--- src/rtl/io_bus_arbiter.sv ---
// io_bus_arbiter: round-robin CPU/DMA arbiter and transaction sequencer for the shared I/O bus.
// Every granted transaction completes exactly once: on device ack, unmapped decode or timeout.
module io_bus_arbiter #(
    parameter int TIMEOUT_CYCLES = 15
) (
    input  logic        clk,
    input  logic        reset,
    input  logic [18:0] cpu_m_addr,
    input  logic [15:0] cpu_m_data_out,
    input  logic        cpu_m_wr_en,
    input  logic [1:0]  cpu_m_bytesel,
    input  logic        cpu_m_access,
    output logic        cpu_m_ack,
    output logic [15:0] cpu_m_data_in,
    input  logic [18:0] dma_m_addr,
    input  logic [15:0] dma_m_data_out,
    input  logic        dma_m_wr_en,
    input  logic [1:0]  dma_m_bytesel,
    input  logic        dma_m_access,
    output logic        dma_m_ack,
    output logic [15:0] dma_m_data_in,
    output logic [18:0] io_m_addr,
    output logic [15:0] io_m_data_out,
    output logic        io_m_wr_en,
    output logic [1:0]  io_m_bytesel,
    output logic        io_m_access,
    input  logic        io_m_ack,
    input  logic [15:0] io_m_data_in,
    input  logic        default_io_access,
    output logic        io_grant_dma,
    output logic        io_timeout
);
    localparam int CW = $clog2(TIMEOUT_CYCLES + 1);
    localparam logic [CW-1:0] CNT_LAST = CW'(TIMEOUT_CYCLES - 1);

    typedef enum logic [1:0] {IDLE, BUSY, ACK} state_t;

    state_t          state_q, state_d;
    logic            owner_q, owner_d;
    logic            last_q, last_d;
    logic [CW-1:0]   cnt_q, cnt_d;
    logic [15:0]     data_q, data_d;
    logic            tmo_q, tmo_d;
    logic            busy, acking;

    always_ff @(posedge clk or posedge reset) begin
        if (reset) begin
            state_q <= IDLE;
            owner_q <= 1'b0;
            last_q  <= 1'b0;
            cnt_q   <= '0;
            data_q  <= '0;
            tmo_q   <= 1'b0;
        end else begin
            state_q <= state_d;
            owner_q <= owner_d;
            last_q  <= last_d;
            cnt_q   <= cnt_d;
            data_q  <= data_d;
            tmo_q   <= tmo_d;
        end
    end

    always_comb begin
        state_d = state_q;
        owner_d = owner_q;
        last_d  = last_q;
        cnt_d   = cnt_q;
        data_d  = data_q;
        tmo_d   = tmo_q;
        case (state_q)
            IDLE: begin
                if (cpu_m_access || dma_m_access) begin
                    // owner 1 = DMA; on contention the requester not served last wins
                    owner_d = (cpu_m_access && dma_m_access) ? ~last_q : dma_m_access;
                    cnt_d   = '0;
                    state_d = BUSY;
                end
            end
            BUSY: begin
                if (io_m_ack) begin
                    data_d  = io_m_data_in;
                    tmo_d   = 1'b0;
                    state_d = ACK;
                end else if (default_io_access) begin
                    data_d  = 16'hFFFF;
                    tmo_d   = 1'b0;
                    state_d = ACK;
                end else if (cnt_q == CNT_LAST) begin
                    data_d  = 16'hFFFF;
                    tmo_d   = 1'b1;
                    state_d = ACK;
                end else begin
                    cnt_d = cnt_q + 1'b1;
                end
            end
            ACK: begin
                last_d  = owner_q;
                state_d = IDLE;
            end
            default: state_d = IDLE;
        endcase
    end

    assign busy   = (state_q == BUSY);
    assign acking = (state_q == ACK);

    // bus controls follow the owner combinationally so the decoder sees them stable all of BUSY
    assign io_m_access   = busy;
    assign io_m_addr     = busy ? (owner_q ? dma_m_addr : cpu_m_addr) : '0;
    assign io_m_data_out = busy ? (owner_q ? dma_m_data_out : cpu_m_data_out) : '0;
    assign io_m_wr_en    = busy & (owner_q ? dma_m_wr_en : cpu_m_wr_en);
    assign io_m_bytesel  = busy ? (owner_q ? dma_m_bytesel : cpu_m_bytesel) : '0;

    assign cpu_m_ack     = acking & ~owner_q;
    assign dma_m_ack     = acking & owner_q;
    assign cpu_m_data_in = cpu_m_ack ? data_q : '0;
    assign dma_m_data_in = dma_m_ack ? data_q : '0;
    assign io_grant_dma  = (busy | acking) & owner_q;
    assign io_timeout    = acking & tmo_q;
endmodule

--- config.mk ---
export PLATFORM = sky130hd
export DESIGN_NAME = io_bus_arbiter
export DESIGN_NICKNAME = d
export VERILOG_FILES = /design/src/rtl/io_bus_arbiter.sv
export SDC_FILE = /design/constraint.sdc
export NUM_CORES = 1
export LEC_CHECK = 0
export ABC_AREA = 1
export BUFFER_PORTS_ARGS = -buffer_cell sky130_fd_sc_hd__buf_2
export CAP_MARGIN = 10
export CORE_MARGIN = 2
export CORE_UTILIZATION = 33
export CTS_CLUSTER_SIZE = 12
export DETAILED_ROUTE_END_ITERATION = 8
export HOLD_SLACK_MARGIN = 0.05
export PLACE_DENSITY = 0.74
export SYNTH_ARGS = -nofsm -noshare
export SYNTH_HDL_FRONTEND = slang
export SYNTH_SLANG_ARGS = --single-unit
--- constraint.sdc ---
create_clock -name clk -period 1.3 [get_ports clk]
set_input_delay 0.26 -clock clk [delete_from_list [all_inputs] [get_ports clk]]
set_output_delay 0.26 -clock clk [all_outputs]
set_load 0.02 [all_outputs]
==> results of run 1 <==
sequential cells by signal, summed over array words and instances, names as in the netlist:
signal / cells
cnt_q: 4
data_q: 16
last_q: 1
owner_q: 1
state_q: 2
tmo_q: 1
critical path, cell delays in order (launching register included):
cell	delay, ns
sky130_fd_sc_hd__dfrtp_2	0.44
sky130_fd_sc_hd__inv_2	0.11
sky130_fd_sc_hd__ha_4	0.21
sky130_fd_sc_hd__nand2_8	0.09
sky130_fd_sc_hd__buf_12	0.15
sky130_fd_sc_hd__nor2_1	0.14
sky130_fd_sc_hd__buf_4	0.18
per-stage QoR:
stage	cell area (µm²)	total power, mW	hold WS, ns	instances
6_report	4481	11.13	0.2397	602
2_1_floorplan	2465	5.955	0.2873	319
3_5_place_dp	3570	7.948	0.3267	577
5_1_grt	4481	11.77	0.2428	602
4_1_cts	4190	10.00	0.2290	593
3_3_place_gp	3570	7.788	0.3224	577
placed cells by master (no fill, tap or decap), types with 2 or more instances in the layout:
cell | netlist | final
sky130_fd_sc_hd__a21oi_4 | 2 | 2
sky130_fd_sc_hd__nand2_2 | 3 | 5
sky130_fd_sc_hd__buf_6 | 0 | 42
sky130_fd_sc_hd__nor2_1 | 135 | 69
sky130_fd_sc_hd__dfrtp_1 | 25 | 23
sky130_fd_sc_hd__a21oi_2 | 8 | 9
sky130_fd_sc_hd__buf_2 | 7 | 97
sky130_fd_sc_hd__dfrtp_2 | 0 | 2
sky130_fd_sc_hd__o21ai_4 | 0 | 7
sky130_fd_sc_hd__nor2_2 | 1 | 34
sky130_fd_sc_hd__nand3_2 | 1 | 3
sky130_fd_sc_hd__nand2_8 | 0 | 3
sky130_fd_sc_hd__nand3_1 | 6 | 4
sky130_fd_sc_hd__clkbuf_8 | 0 | 3
sky130_fd_sc_hd__a21oi_1 | 7 | 6
sky130_fd_sc_hd__ha_4 | 0 | 4
sky130_fd_sc_hd__clkbuf_16 | 0 | 3
sky130_fd_sc_hd__inv_1 | 32 | 26
sky130_fd_sc_hd__o21ai_2 | 0 | 12
sky130_fd_sc_hd__nand2_4 | 1 | 2
sky130_fd_sc_hd__nand2_1 | 30 | 24
sky130_fd_sc_hd__buf_16 | 0 | 4
sky130_fd_sc_hd__buf_12 | 1 | 12
sky130_fd_sc_hd__ha_1 | 6 | 2
sky130_fd_sc_hd__o21ai_1 | 4 | 11
sky130_fd_sc_hd__nor2_4 | 0 | 33
sky130_fd_sc_hd__o21ai_0 | 38 | 12
sky130_fd_sc_hd__buf_4 | 2 | 61
sky130_fd_sc_hd__inv_2 | 1 | 5
what timing repair did:
item	CTS	global route
pin swaps	7	5
hold buffers	1	0
resized for setup	140	44
hold endpoints to repair	25	0
endpoints found under the setup margin	92	100
gates cloned	4	3
setup buffers	8	7
routing by layer:
metal	routed length, µm	track usage [%]	part of all wire (%)	vias to the layer above
met5	0	0	0	-
met4	155	5.932	1.7	0
met3	597	4.286	6.4	16
met2	5087	51.07	55	113
met1	3443	25.50	37	1334
li1	-	-	-	1407
final cells by class:
class | instances | share of cell area, %
clock buffer | 4 | 1.005
inverter | 33 | 3.016
multi-input combinational | 244 | 38.20
sequential | 25 | 14.02
tap | 75 | 2.094
timing repair buffer | 221 | 41.66
report_power, final:
part           internal (mW)  leakage, nW  switching, mW  total, mW
sequential              1.14        0.280          0.198       1.34
clock                  0.219       0.0228          0.240      0.459
combinational           4.32         1.97           5.01       9.33
worst max-delay path by stage:
stage                     depth (start not counted)                   end  slack [ns]                    from
after floorplan                                   6      io_m_data_out[0]       -0.12  state_q[1]$_DFFE_PP0P_
after global placement                            6      cpu_m_data_in[0]       -0.16  state_q[0]$_DFFE_PP0P_
after detailed placement                          9  cnt_q[3]$_DFFE_PP0P_       -0.21  state_q[1]$_DFFE_PP0P_
after CTS                                         6          io_m_addr[8]       -0.45  state_q[1]$_DFFE_PP0P_
after global routing                              6      dma_m_data_in[4]       -0.62  state_q[0]$_DFFE_PP0P_
final                                             6     dma_m_data_in[15]       -0.56  state_q[0]$_DFFE_PP0P_
kinds of logic after synthesis:
logic type	count (synthesis)	share of synthesized area, %
DFF	25	31.63
adders and majority gates	6	3.795
AOI/OAI and AO/OA	60	17.96
and+or+nand+nor	178	35.48
buffers and inverters	50	11.13
==> tab_implementation.tex, run 1 <==
\begin{tabular}{lr}
\hline
Metric & Value \\
\hline
\multicolumn{2}{l}{\textbf{Placed design}} \\
\quad Placer Congestion & between 0.8 and 0.9 \\
\quad Setup WS pre-CTS & -0.2061 ns \\
\quad Count of port buffers added during placement & roughly 170 \\
\quad Detailed placement HPWL & between 5000 and 6000 µm \\
\multicolumn{2}{l}{\textbf{Layout}} \\
\quad Layout Area Growth over Synthesis & 126.5\% \\
\quad Proportion of layout cells with a drive suffix above 1 & around two thirds \\
\quad Footprint of the multi-input gates & 1712 µm² \\
\quad Nets & around 630 \\
\quad Utilization after layout & 76.58\% \\
\quad Flip-flop and latch area & between 600 and 700 µm² \\
\quad Antenna fix cells & 0 \\
\quad Number of fill cells & roughly 370 \\
\multicolumn{2}{l}{\textbf{CTS}} \\
\quad Clock root buffer & sky130\_fd\_sc\_hd\_\_clkbuf\_8 \\
\quad Clock tree from TritonCTS & built \\
\quad Clock transition at the registers of the reported paths & 0.09 ns \\
\quad Clock buffers created by TritonCTS & 3 \\
\quad Later-pin clock latency in the skew report & 0.27 ns \\
\quad H-tree Lvls & 1 \\
\quad Longest Clk Path Bufs & 2 \\
\quad Clock sinks & 25 \\
\multicolumn{2}{l}{\textbf{Synth}} \\
\quad Number of synthesized flops with an enable pin & 0 \\
\quad Netlist Area Pre-Place & $\sim$2000 µm² \\
\quad Library cell with the largest summed area after synthesis & sky130\_fd\_sc\_hd\_\_dfrtp\_1 \\
\quad Portion of synthesized cell area occupied by the leading cell type & between 30\% and 40\% \\
\quad Fraction of synthesis flops using an asynchronous set or reset pin & 100.0\% \\
\quad Yosys synthesis warning count & 0 \\
\quad Cell with the most instances after synthesis & sky130\_fd\_sc\_hd\_\_nor2\_1 \\
\quad Largest cells by area after synthesis & sky130\_fd\_sc\_hd\_\_dfrtp\_1 (32\%), sky130\_fd\_sc\_hd\_\_nor2\_1 (26\%), sky130\_fd\_sc\_hd\_\_o21ai\_0 (9.6\%), sky130\_fd\_sc\_hd\_\_inv\_1 (6.1\%), sky130\_fd\_sc\_hd\_\_nand2\_1 (5.7\%) \\
\quad Distinct cell type count of the synthesized netlist & 22 \\
\quad Number of storage elements in the synthesis netlist & 25 \\
\quad Sequential fraction of the synthesis area & 31.63\% \\
\quad Ys flop type & sky130\_fd\_sc\_hd\_\_dfrtp\_1 \\
\quad Net count after synthesis & approximately 420 \\
\quad Mapped Cells & approximately 320 \\
\quad Post-Syn Area per Cell & $\sim$6.2 µm² \\
\quad Leading cell types by count after synthesis & sky130\_fd\_sc\_hd\_\_nor2\_1 (135), sky130\_fd\_sc\_hd\_\_o21ai\_0 (38), sky130\_fd\_sc\_hd\_\_inv\_1 (32) \\
\multicolumn{2}{l}{\textbf{Worst setup path}} \\
\quad Largest driver fanout on the critical path & 8 \\
\quad Sort of element at the start of the critical path & flop \\
\quad Startpoint of the worst register-to-register path & state\_q[0]\$\_DFFE\_PP0P\_ \\
\quad Required time of the critical path & between 1 and 1.5 ns \\
\quad Worst setup path category & reg2out \\
\quad Type of element capturing the critical path & output pin \\
\quad Path depth of the worst reg2reg path & 10 \\
\quad Worst reg2reg setup slack & -0.37 ns \\
\quad Worst flop-to-flop path endpoint & cnt\_q[1]\$\_DFFE\_PP0P\_ \\
\quad Signal arrival time at the worst endpoint & approximately 1.6 ns \\
\multicolumn{2}{l}{\textbf{Power and ir drop}} \\
\quad Power density normalized to cell area & roughly 2500 nW/µm² \\
\quad Largest vdd supply drop & around 0.0013 V \\
\quad Leak & around 2.3 nW \\
\multicolumn{2}{l}{\textbf{Global routing}} \\
\quad Initial antenna violation count & 0 \\
\quad Number of global-route vias before repair & roughly 2,700 \\
\quad Overall routing resource usage & 24.87\% \\
\quad First-pass GRT wire length & roughly 13,000 µm \\
\quad Pin count of the biggest net entering global routing & 38 \\
\quad Total congestion overflow & 0 \\
\multicolumn{2}{l}{\textbf{Floorplan}} \\
\quad Row count & 28 \\
\quad Die Height & between 80 and 90 µm \\
\quad Die X-Extent & $\sim$80 µm \\
\quad Total Die Area & between 6000 and 7000 µm² \\
\quad Core region area & between 5000 and 6000 µm² \\
\quad Io pins & 173 \\
\quad Starting utilization of the core area & 33.81\% \\
\multicolumn{2}{l}{\textbf{Hold path}} \\
\quad Min-delay worst type & in2reg \\
\quad Count of cells along the worst hold path & 3 \\
\quad Startpoint of the most critical hold path & io\_m\_data\_in[13] \\
\quad Endpoint, Worst Hold & data\_q[13]\$\_DFFE\_PP0P\_ \\
\multicolumn{2}{l}{\textbf{STA}} \\
\quad Clock skew after layout & slightly above 0.008 ns \\
\quad Unrepaired setup endpoints after global routing & true \\
\quad Final setup fails & 100 \\
\quad Fin worst setup slack & -0.5595 ns \\
\quad Post-layout min period & about 1.9 ns \\
\quad Final hold violations & 0 \\
\quad Max frequency & approximately 540 MHz \\
\quad Transition time at the pin with the least slew margin & between 0.3 and 0.4 ns \\
\quad Worst slew margin relative to its limit & 78.09\% \\
\quad Max-slew violation total from the final report & 0 \\
\quad Crit share post-route & 143.0\% \\
\quad Summed negative setup slack over all endpoints & -42.12 ns \\
\multicolumn{2}{l}{\textbf{Routing}} \\
\quad Count of unresolved DRC violations after routing & 0 \\
\quad Total vias in the final route & about 2,900 \\
\quad Number of vias per cell after detailed routing & roughly 4.8 \\
\quad Remaining antenna violation count & 0 \\
\quad First-iteration detailed-routing DRC count & roughly 170 \\
\quad Total Wirelength & 9283 µm \\
\quad Average wire length per cell after detail routing & approximately 15 µm \\
\quad Number of optimization iterations in the first detailed-route pass & 4 \\
\multicolumn{2}{l}{\textbf{Flow run}} \\
\quad Reported max-cap violation count & 0 \\
\multicolumn{2}{l}{\textbf{Status}} \\
\quad Failing checks & setup timing \\
\quad Outcome & complete, but fails checks \\
\hline
\end{tabular}
Note: power is estimated with default switching activity, not from simulation.
==> run 2, diff against run 1 <==
GPL_TIMING_DRIVEN = 0   (was not set)
==> run 2 against run 1 <==
  * The run still ends with setup timing left
  * Sequential power about the same
  * Clock skew increased by 0.0014 ns
  * Routed wire length up 10%
  * Clock-buffer cell count is the same
  * Largest power group unchanged
==> tab_implementation.tex, run 2 (synthesis results as in run 1) <==
\begin{tabular}{lr}
\hline
Metric & Value \\
\hline
\multicolumn{2}{l}{\textbf{Status}} \\
\quad Outcome & complete, but fails checks \\
\quad Failing checks & setup timing \\
\multicolumn{2}{l}{\textbf{Placed design}} \\
\quad Count of port buffers added during placement & 172 (unchanged) \\
\quad Detailed placement HPWL & 5888 µm (+1.6\%) \\
\quad Placed Cells & 566 (-1.9\%) \\
\quad Placer Congestion & 0.8346 (+3.0\%) \\
\multicolumn{2}{l}{\textbf{Worst setup path}} \\
\quad Signal arrival time at the worst endpoint & 1.56 ns (-0.04 ns) \\
\quad Required time of the critical path & 1.04 ns (about the same) \\
\quad Largest driver fanout on the critical path & 7 (-1) \\
\quad Worst setup path category & reg2out \\
\quad Type of element capturing the critical path & output pin \\
\quad Worst reg2reg setup slack & -0.18 ns (+0.19 ns) \\
\quad Sort of element at the start of the critical path & flop \\
\multicolumn{2}{l}{\textbf{Layout}} \\
\quad Most frequent cells in the layout & sky130\_fd\_sc\_hd\_\_buf\_2 (97), sky130\_fd\_sc\_hd\_\_buf\_6 (74), sky130\_fd\_sc\_hd\_\_nor2\_1 (51), sky130\_fd\_sc\_hd\_\_nor2\_2 (43), sky130\_fd\_sc\_hd\_\_nor2\_4 (42) \\
\quad Largest register by flop count & data\_q \\
\quad Largest registers in the final layout & data\_q: 16 flops, cnt\_q: 4 flops, state\_q: 2 flops \\
\quad Flip-flop count of the largest register after layout & 16 (unchanged) \\
\quad Utilization after layout & 80.92\% (+4.3 points) \\
\quad Layout Area Growth over Synthesis & 139.3\% \\
\quad Most frequent standard cell in the layout excluding fill and tap cells & sky130\_fd\_sc\_hd\_\_buf\_2 \\
\quad Nets & 632 (unchanged) \\
\quad Proportion of layout cells with a drive suffix above 1 & 71.35\% (+5.7 points) \\
\quad Antenna fix cells & 0 (unchanged) \\
\quad Non-filler instance count after layout & 602 (unchanged) \\
\multicolumn{2}{l}{\textbf{Power and ir drop}} \\
\quad Internal Power & 5.838 mW (+2.9\%) \\
\quad Sequential fraction of design power & 11.3\% (-0.7 points) \\
\quad Largest vdd supply drop & 0.001606 V (+23\%) \\
\quad Power density normalized to cell area & 2478 nW/µm² (-0.22\%) \\
\quad Portion of total power attributed to the clock network & 4.0\% (about the same) \\
\quad Leak & 2.278 nW (+0.20\%) \\
\quad Part of the power in combinational logic & 84.8\% (+0.9 points) \\
\quad Sw Share & 50.24\% (+1.2 points) \\
\quad Switch Pwr & 5.895 mW (+8.1\%) \\
\multicolumn{2}{l}{\textbf{Floorplan}} \\
\quad Io pins & 173 (unchanged) \\
\quad Core region area & 5851 µm² (unchanged) \\
\quad Die Height & 81.43 µm (unchanged) \\
\quad Die X-Extent & 81.43 µm (unchanged) \\
\quad Starting utilization of the core area & 33.81\% (unchanged) \\
\quad Total Die Area & 6630 µm² (unchanged) \\
\quad Row count & 28 (unchanged) \\
\multicolumn{2}{l}{\textbf{CTS}} \\
\quad Clock sinks & 25 (unchanged) \\
\quad Clock root buffer & sky130\_fd\_sc\_hd\_\_clkbuf\_8 \\
\quad Cts-stage hold buffer count & 0 (-1) \\
\quad H-tree Lvls & 1 (unchanged) \\
\quad Clock tree from TritonCTS & built \\
\quad Longest Clk Path Bufs & 2 (unchanged) \\
\quad Later-pin clock latency in the skew report & 0.27 ns (about the same) \\
\quad Clock buffers created by TritonCTS & 3 (unchanged) \\
\quad Clock transition at the registers of the reported paths & 0.09 ns (about the same) \\
\multicolumn{2}{l}{\textbf{STA}} \\
\quad Final hold violations & 0 (unchanged) \\
\quad Max-slew violation total from the final report & 0 (unchanged) \\
\quad Unrepaired setup endpoints after global routing & true \\
\quad Clock skew after layout & 0.009522 ns (+0.001367 ns) \\
\quad Worst slew margin relative to its limit & 34.96\% (-43 points) \\
\quad Transition time at the pin with the least slew margin & 0.9746 ns (+0.6460 ns) \\
\quad Fin worst setup slack & -0.5181 ns (+0.04137 ns) \\
\quad Max frequency & 550.0 MHz (+2.3\%) \\
\quad Post-layout min period & 1.818 ns (-0.04137 ns) \\
\quad Crit share post-route & 139.9\% (-3.2 points) \\
\quad Final setup fails & 98 (-2.0\%) \\
\multicolumn{2}{l}{\textbf{Routing}} \\
\quad Total vias in the final route & 3,011 (+4.9\%) \\
\quad Count of unresolved DRC violations after routing & 0 (unchanged) \\
\quad Average wire length per cell after detail routing & 17.01 µm (+10\%) \\
\quad First-iteration detailed-routing DRC count & 141 (-18\%) \\
\quad Remaining antenna violation count & 0 (unchanged) \\
\quad Number of optimization iterations in the first detailed-route pass & 4 (unchanged) \\
\quad Number of vias per cell after detailed routing & 5.002 (+4.9\%) \\
\quad Total Wirelength & 10,240 µm (+10\%) \\
\multicolumn{2}{l}{\textbf{Flow run}} \\
\quad Reported max-cap violation count & 0 (unchanged) \\
\multicolumn{2}{l}{\textbf{Global routing}} \\
\quad First-pass GRT wire length & 13,660 µm (+7.4\%) \\
\quad Total congestion overflow & 0 (unchanged) \\
\quad Number of global-route vias before repair & 2,858 (+4.1\%) \\
\quad Pin count of the biggest net entering global routing & 26 (-32\%) \\
\quad Overall routing resource usage & 26.75\% (+1.9 points) \\
\quad Initial antenna violation count & 0 (unchanged) \\
\multicolumn{2}{l}{\textbf{Hold path}} \\
\quad Min-delay worst type & in2async \\
\hline
\end{tabular}
==> run 2: cell type report <==
| type | count | area [µm²] |
|---|---|---|
| multi-input cells | 246 | 1906 |
| repair buffers | 204 | 1714 |
| fillers | 321 | 1116 |
| flip-flops and latches | 25 | 628.1 |
| plain buffers | 15 | 212.7 |
| inverters | 33 | 135.1 |
| well taps | 75 | 93.84 |
| clock buffers | 4 | 45.04 |
==> run 2: critical path, stage by stage, from the launching register on <==
cell                      delay, ns
sky130_fd_sc_hd__dfrtp_1       0.40
sky130_fd_sc_hd__inv_2         0.09
sky130_fd_sc_hd__ha_4          0.17
sky130_fd_sc_hd__buf_12        0.14
sky130_fd_sc_hd__buf_8         0.13
sky130_fd_sc_hd__o21ai_2       0.07
sky130_fd_sc_hd__nor2_2        0.15
sky130_fd_sc_hd__buf_6         0.14
==> run 2: worst paths after layout <==
| check | to | depth (start not counted) | start |
|---|---|---|---|
| min | tmo_q$_DFFE_PP0P_ | 2 | reset |
| min in group clk | data_q[3]$_DFFE_PP0P_ | 3 | io_m_data_in[3] |
| max | io_m_data_out[2] | 7 | state_q[1]$_DFFE_PP0P_ |
| max in group asynchronous | owner_q$_DFFE_PP0P_ | 2 | reset |
| min reg2reg | tmo_q$_DFFE_PP0P_ | 2 | tmo_q$_DFFE_PP0P_ |
| max reg2reg | data_q[10]$_DFFE_PP0P_ | 8 | state_q[0]$_DFFE_PP0P_ |
==> run 2: layer usage <==
layer	GRT usage, %	up-vias	routed length (µm)
met5	0	-	0
met4	8.305	0	374
met3	4.066	34	639
met2	51.48	123	5563
met1	29.89	1438	3665
li1	-	1416	-
==> run 2: power by group through the flow <==
stage | clock network [mW] | registers (mW) | logic (mW)
after floorplan | 0 | 1.29 | 4.66
after global placement | 0 | 1.32 | 6.07
after detailed placement | 0 | 1.34 | 6.18
after CTS | 0.473 | 1.30 | 8.90
after global routing | 0.514 | 1.36 | 10.4
final | 0.466 | 1.32 | 9.95
==> run 2: stage by stage <==
stage / total power, mW / area (µm²) / setup TNS, ns / hold slack [ns] / setup slack [ns]
2_1_floorplan: 5.955 / 2465 / -6.779 / 0.2873 / -0.1217
3_3_place_gp: 7.397 / 3420 / -18.80 / 0.4744 / -0.3495
3_5_place_dp: 7.522 / 3420 / -20.47 / 0.4784 / -0.3705
4_1_cts: 10.67 / 4444 / -35.19 / 0.2213 / -0.4606
5_1_grt: 12.33 / 4735 / -40.38 / 0.2334 / -0.5594
6_report: 11.73 / 4735 / -35.77 / 0.2028 / -0.5181
==> run 2: timing repair <==
action,CTS,global route
endpoints found under the setup margin,91,98
gates resized for setup,209,78
cloned,8,0
buffers inserted,23,5
pin swaps,26,26
==> run 3, diff against run 2 <==
--- a/config.mk
+++ b/config.mk
@@ -10,3 +10,3 @@
 export CAP_MARGIN = 10
-export CORE_MARGIN = 2
+export CORE_MARGIN = 1.5
 export CORE_UTILIZATION = 33
==> constraint.sdc (replaced) <==
create_clock -name clk -period 1.3 [get_ports clk]
set_input_delay 0 -clock clk [delete_from_list [all_inputs] [get_ports clk]]
set_output_delay 0 -clock clk [all_outputs]
set_load 0.02 [all_outputs]
==> run 3 against run 2 <==
  * Routed wire length decreased by 7.2%
  * Sequential share of layout area increased by 1.3 points
  * Die area decreased by 2.4%
  * Non-clock buffer count increased by 6
  * Cell count increased by 1.0%
  * The run still ends with setup timing left
  * Setup slack improved by 0.26 ns
  * Critical endpoint is now dma_m_data_in[9]
  * Register-to-register slack about the same
  * Clock power increased by 4.3%
  * First-iteration DRC count decreased by 22%
  * Utilization decreased by 7.2 points
  * Via count decreased by 0.60%
==> tab_implementation.tex, run 3 (synthesis results as in run 1) <==
\begin{tabular}{lr}
\hline
Metric & Value \\
\hline
\multicolumn{2}{l}{\textbf{Routing}} \\
\quad Number of vias per cell after detailed routing & 4.923 (-1.6\%) \\
\quad Remaining antenna violation count & 0 (unchanged) \\
\quad Average wire length per cell after detail routing & 15.63 µm (-8.1\%) \\
\quad Total vias in the final route & 2,993 (-0.60\%) \\
\quad Count of unresolved DRC violations after routing & 0 (unchanged) \\
\quad Total Wirelength & 9503 µm (-7.2\%) \\
\quad First-iteration detailed-routing DRC count & 110 (-22\%) \\
\quad Number of optimization iterations in the first detailed-route pass & 4 (unchanged) \\
\multicolumn{2}{l}{\textbf{Placed design}} \\
\quad Detailed placement HPWL & 5509 µm (-6.4\%) \\
\quad Setup WS pre-CTS & -0.2981 ns (+0.07244 ns) \\
\quad Placer Congestion & 0.7956 (-4.7\%) \\
\quad Placed Cells & 566 (unchanged) \\
\quad Count of port buffers added during placement & 172 (unchanged) \\
\multicolumn{2}{l}{\textbf{Floorplan}} \\
\quad Core region area & 5851 µm² (unchanged) \\
\quad Starting utilization of the core area & 33.81\% (unchanged) \\
\quad Die X-Extent & 80.43 µm (-1.2\%) \\
\quad Total Die Area & 6468 µm² (-2.4\%) \\
\quad Row count & 28 (unchanged) \\
\quad Io pins & 173 (unchanged) \\
\quad Die Height & 80.43 µm (-1.2\%) \\
\multicolumn{2}{l}{\textbf{Global routing}} \\
\quad First-pass GRT wire length & 12,350 µm (-9.6\%) \\
\quad Initial antenna violation count & 1 (+1) \\
\quad Met2 routing resource usage after global routing & 46.05\% (-5.4 points) \\
\quad Gr busiest metal & met2 \\
\quad Total congestion overflow & 0 (unchanged) \\
\quad Overall routing resource usage & 24.18\% (-2.6 points) \\
\quad Pin count of the biggest net entering global routing & 26 (unchanged) \\
\quad Met3 track demand over resource in global routing & 5.114\% (+1.0 points) \\
\quad Met1 Usage GRT & 25.61\% (-4.3 points) \\
\quad Number of global-route vias before repair & 2,692 (-5.8\%) \\
\multicolumn{2}{l}{\textbf{Power and ir drop}} \\
\quad Largest vdd supply drop & 0.001227 V (-24\%) \\
\quad Portion of total power attributed to the clock network & 4.8\% (+0.8 points) \\
\quad Switch Pwr & 5.165 mW (-12\%) \\
\quad Leak & 2.199 nW (-3.5\%) \\
\quad Internal Power & 4.901 mW (-16\%) \\
\quad Sequential fraction of design power & 13.4\% (+2.1 points) \\
\quad Power density normalized to cell area & 2334 nW/µm² (-5.8\%) \\
\quad Sw Share & 51.31\% (+1.1 points) \\
\quad Part of the power in combinational logic & 81.7\% (-3.1 points) \\
\multicolumn{2}{l}{\textbf{Layout}} \\
\quad Flip-flop count of the largest register after layout & 16 (unchanged) \\
\quad Most frequent standard cell in the layout excluding fill and tap cells & sky130\_fd\_sc\_hd\_\_buf\_2 \\
\quad Largest registers in the final layout & data\_q: 16 flops, cnt\_q: 4 flops, state\_q: 2 flops \\
\quad Nets & 637 (+0.79\%) \\
\quad Layout Area Growth over Synthesis & 118.0\% \\
\quad Most frequent cells in the layout & sky130\_fd\_sc\_hd\_\_buf\_2 (98), sky130\_fd\_sc\_hd\_\_nor2\_1 (74), sky130\_fd\_sc\_hd\_\_buf\_6 (48), sky130\_fd\_sc\_hd\_\_nor2\_2 (42), sky130\_fd\_sc\_hd\_\_buf\_4 (40) \\
\quad Proportion of layout cells with a drive suffix above 1 & 60.90\% (-10 points) \\
\quad Largest register by flop count & data\_q \\
\quad Non-filler instance count after layout & 608 (+1.0\%) \\
\multicolumn{2}{l}{\textbf{Worst setup path}} \\
\quad Type of element capturing the critical path & output pin \\
\quad Crit path max-delay cell type & sky130\_fd\_sc\_hd\_\_dfrtp\_2 \\
\quad Worst flop-to-flop path endpoint & state\_q[1]\$\_DFFE\_PP0P\_ \\
\quad Required time of the critical path & 1.30 ns (+0.26 ns) \\
\quad Largest driver fanout on the critical path & 10 (+3) \\
\quad Startpoint of the worst register-to-register path & state\_q[1]\$\_DFFE\_PP0P\_ \\
\quad Signal arrival time at the worst endpoint & 1.55 ns (about the same) \\
\quad Worst reg2reg setup slack & -0.18 ns (about the same) \\
\quad Cell-by-cell listing of the critical path & inv\_2, ha\_4, nand2\_8, buf\_12, nor2\_2, buf\_6 \\
\quad Path depth of the worst reg2reg path & 8 (unchanged) \\
\quad Sort of element at the start of the critical path & flop \\
\quad Worst setup path category & reg2out \\
\quad Maximum cell stage delay along the critical path & 0.45 ns (+0.05 ns) \\
\multicolumn{2}{l}{\textbf{STA}} \\
\quad Max-slew violation total from the final report & 0 (unchanged) \\
\quad Unrepaired setup endpoints after global routing & true \\
\quad Post-layout min period & 1.554 ns (-0.2640 ns) \\
\quad Max frequency & 643.5 MHz (+17\%) \\
\quad Worst slew margin relative to its limit & 61.29\% (+26 points) \\
\quad Transition time at the pin with the least slew margin & 0.5795 ns (-0.3951 ns) \\
\quad Crit share post-route & 119.5\% (-20 points) \\
\quad Final hold violations & 0 (unchanged) \\
\quad Final setup fails & 97 (-1.0\%) \\
\quad Fin worst setup slack & -0.2541 ns (+0.2640 ns) \\
\quad Clock skew after layout & 0.004411 ns (-0.005110 ns) \\
\multicolumn{2}{l}{\textbf{CTS}} \\
\quad Later-pin clock latency in the skew report & 0.27 ns (about the same) \\
\quad Clock root buffer & sky130\_fd\_sc\_hd\_\_clkbuf\_8 \\
\quad Clock sinks & 25 (unchanged) \\
\quad Clock tree from TritonCTS & built \\
\quad Clock transition at the registers of the reported paths & 0.10 ns (about the same) \\
\quad Clock buffers created by TritonCTS & 3 (unchanged) \\
\quad Longest Clk Path Bufs & 2 (unchanged) \\
\quad H-tree Lvls & 1 (unchanged) \\
\multicolumn{2}{l}{\textbf{Status}} \\
\quad Outcome & complete, but fails checks \\
\quad Failing checks & setup timing \\
\multicolumn{2}{l}{\textbf{Hold path}} \\
\quad Count of cells along the worst hold path & 4 \\
\quad Min-delay worst type & in2reg \\
\quad Endpoint, Worst Hold & data\_q[0]\$\_DFFE\_PP0P\_ \\
\quad Startpoint of the most critical hold path & io\_m\_ack \\
\multicolumn{2}{l}{\textbf{Flow run}} \\
\quad Reported max-cap violation count & 0 (unchanged) \\
\hline
\end{tabular}
## run 3: cell count changes in the layout (fill, tap and decap cells not counted), moves of 10 or more
cell,previous run,this run
sky130_fd_sc_hd__buf_6,74,48
sky130_fd_sc_hd__dlygate4sd3_1,0,20
sky130_fd_sc_hd__nor2_1,51,74
sky130_fd_sc_hd__buf_4,26,40
sky130_fd_sc_hd__nor2_4,42,20
sky130_fd_sc_hd__o21ai_4,11,1
sky130_fd_sc_hd__o21ai_0,2,13
## run 3: final cells by class
type	instances	area, µm²
Antenna cell	1	2.502
Buffer	17	209.0
Clock buffer	3	41.29
Clock inverter	1	5.005
Fill cell	414	1538
Inverter	33	138.9
Multi-Input combinational cell	245	1593
Sequential cell	25	628.1
Tap cell	75	93.84
Timing Repair Buffer	208	1602
## run 3: worst max path at each step
stage | from | endpoint | slack [ns] | cells after the start
3_3_place_gp | state_q[1]$_DFFE_PP0P_ | io_m_bytesel[0] | -0.26 | 7
3_5_place_dp | state_q[0]$_DFFE_PP0P_ | cpu_m_data_in[14] | -0.30 | 6
5_1_grt | state_q[0]$_DFFE_PP0P_ | dma_m_data_in[9] | -0.29 | 6
6_report | state_q[0]$_DFFE_PP0P_ | dma_m_data_in[9] | -0.25 | 6
4_1_cts | state_q[1]$_DFFE_PP0P_ | io_m_data_out[7] | -0.20 | 7
2_1_floorplan | state_q[0]$_DFFE_PP0P_ | cpu_m_data_in[10] | -0.04 | 5
## run 3: through the flow
step                hold slack, ns  setup TNS (ns)  utilization (%)  area [µm²]  total power [mW]
global placement            0.2422          -9.377            51.58        3018             6.341
CTS                        0.05432          -12.19            64.95        3800             8.560
floorplan                  0.02732         -0.4668                -        2063             4.913
global route                0.1443          -21.12            73.72        4313             10.64
finish                      0.1301          -15.83            73.72        4313             10.07
detailed placement          0.2437          -10.31            51.58        3018             6.423
## run 3: what timing repair did
item / 4_1_cts / 5_1_grt
gates resized for setup: 150 / 144
endpoints found under the setup margin: 89 / 98
pin swaps: 9 / 25
gates cloned: 3 / 1
setup buffers: 7 / 6
endpoints found under the hold margin: 43 / 0
hold buffers: 20 / 0
## run 3: metal layers
metal	part of all wire, %	wire, µm
met5	0	0
met4	2.8	266
met3	6.6	625
met2	55	5272
met1	35	3339
## run 3: power by group through the flow
stage               Combinational, mW  Clock, mW  Sequential (mW)
floorplan                        3.63          0             1.28
global placement                 5.03          0             1.31
detailed placement               5.10          0             1.33
CTS                              6.77      0.483             1.30
global route                     8.73      0.521             1.39
finish                           8.23      0.486             1.35
## run 3: worst max-delay path, delay by kind of cell, from the launching register on
kind	cells	cell delay, ns
buf+inv	3	0.39
flops	1	0.45
simple gates	2	0.21
fa+ha+maj	1	0.22
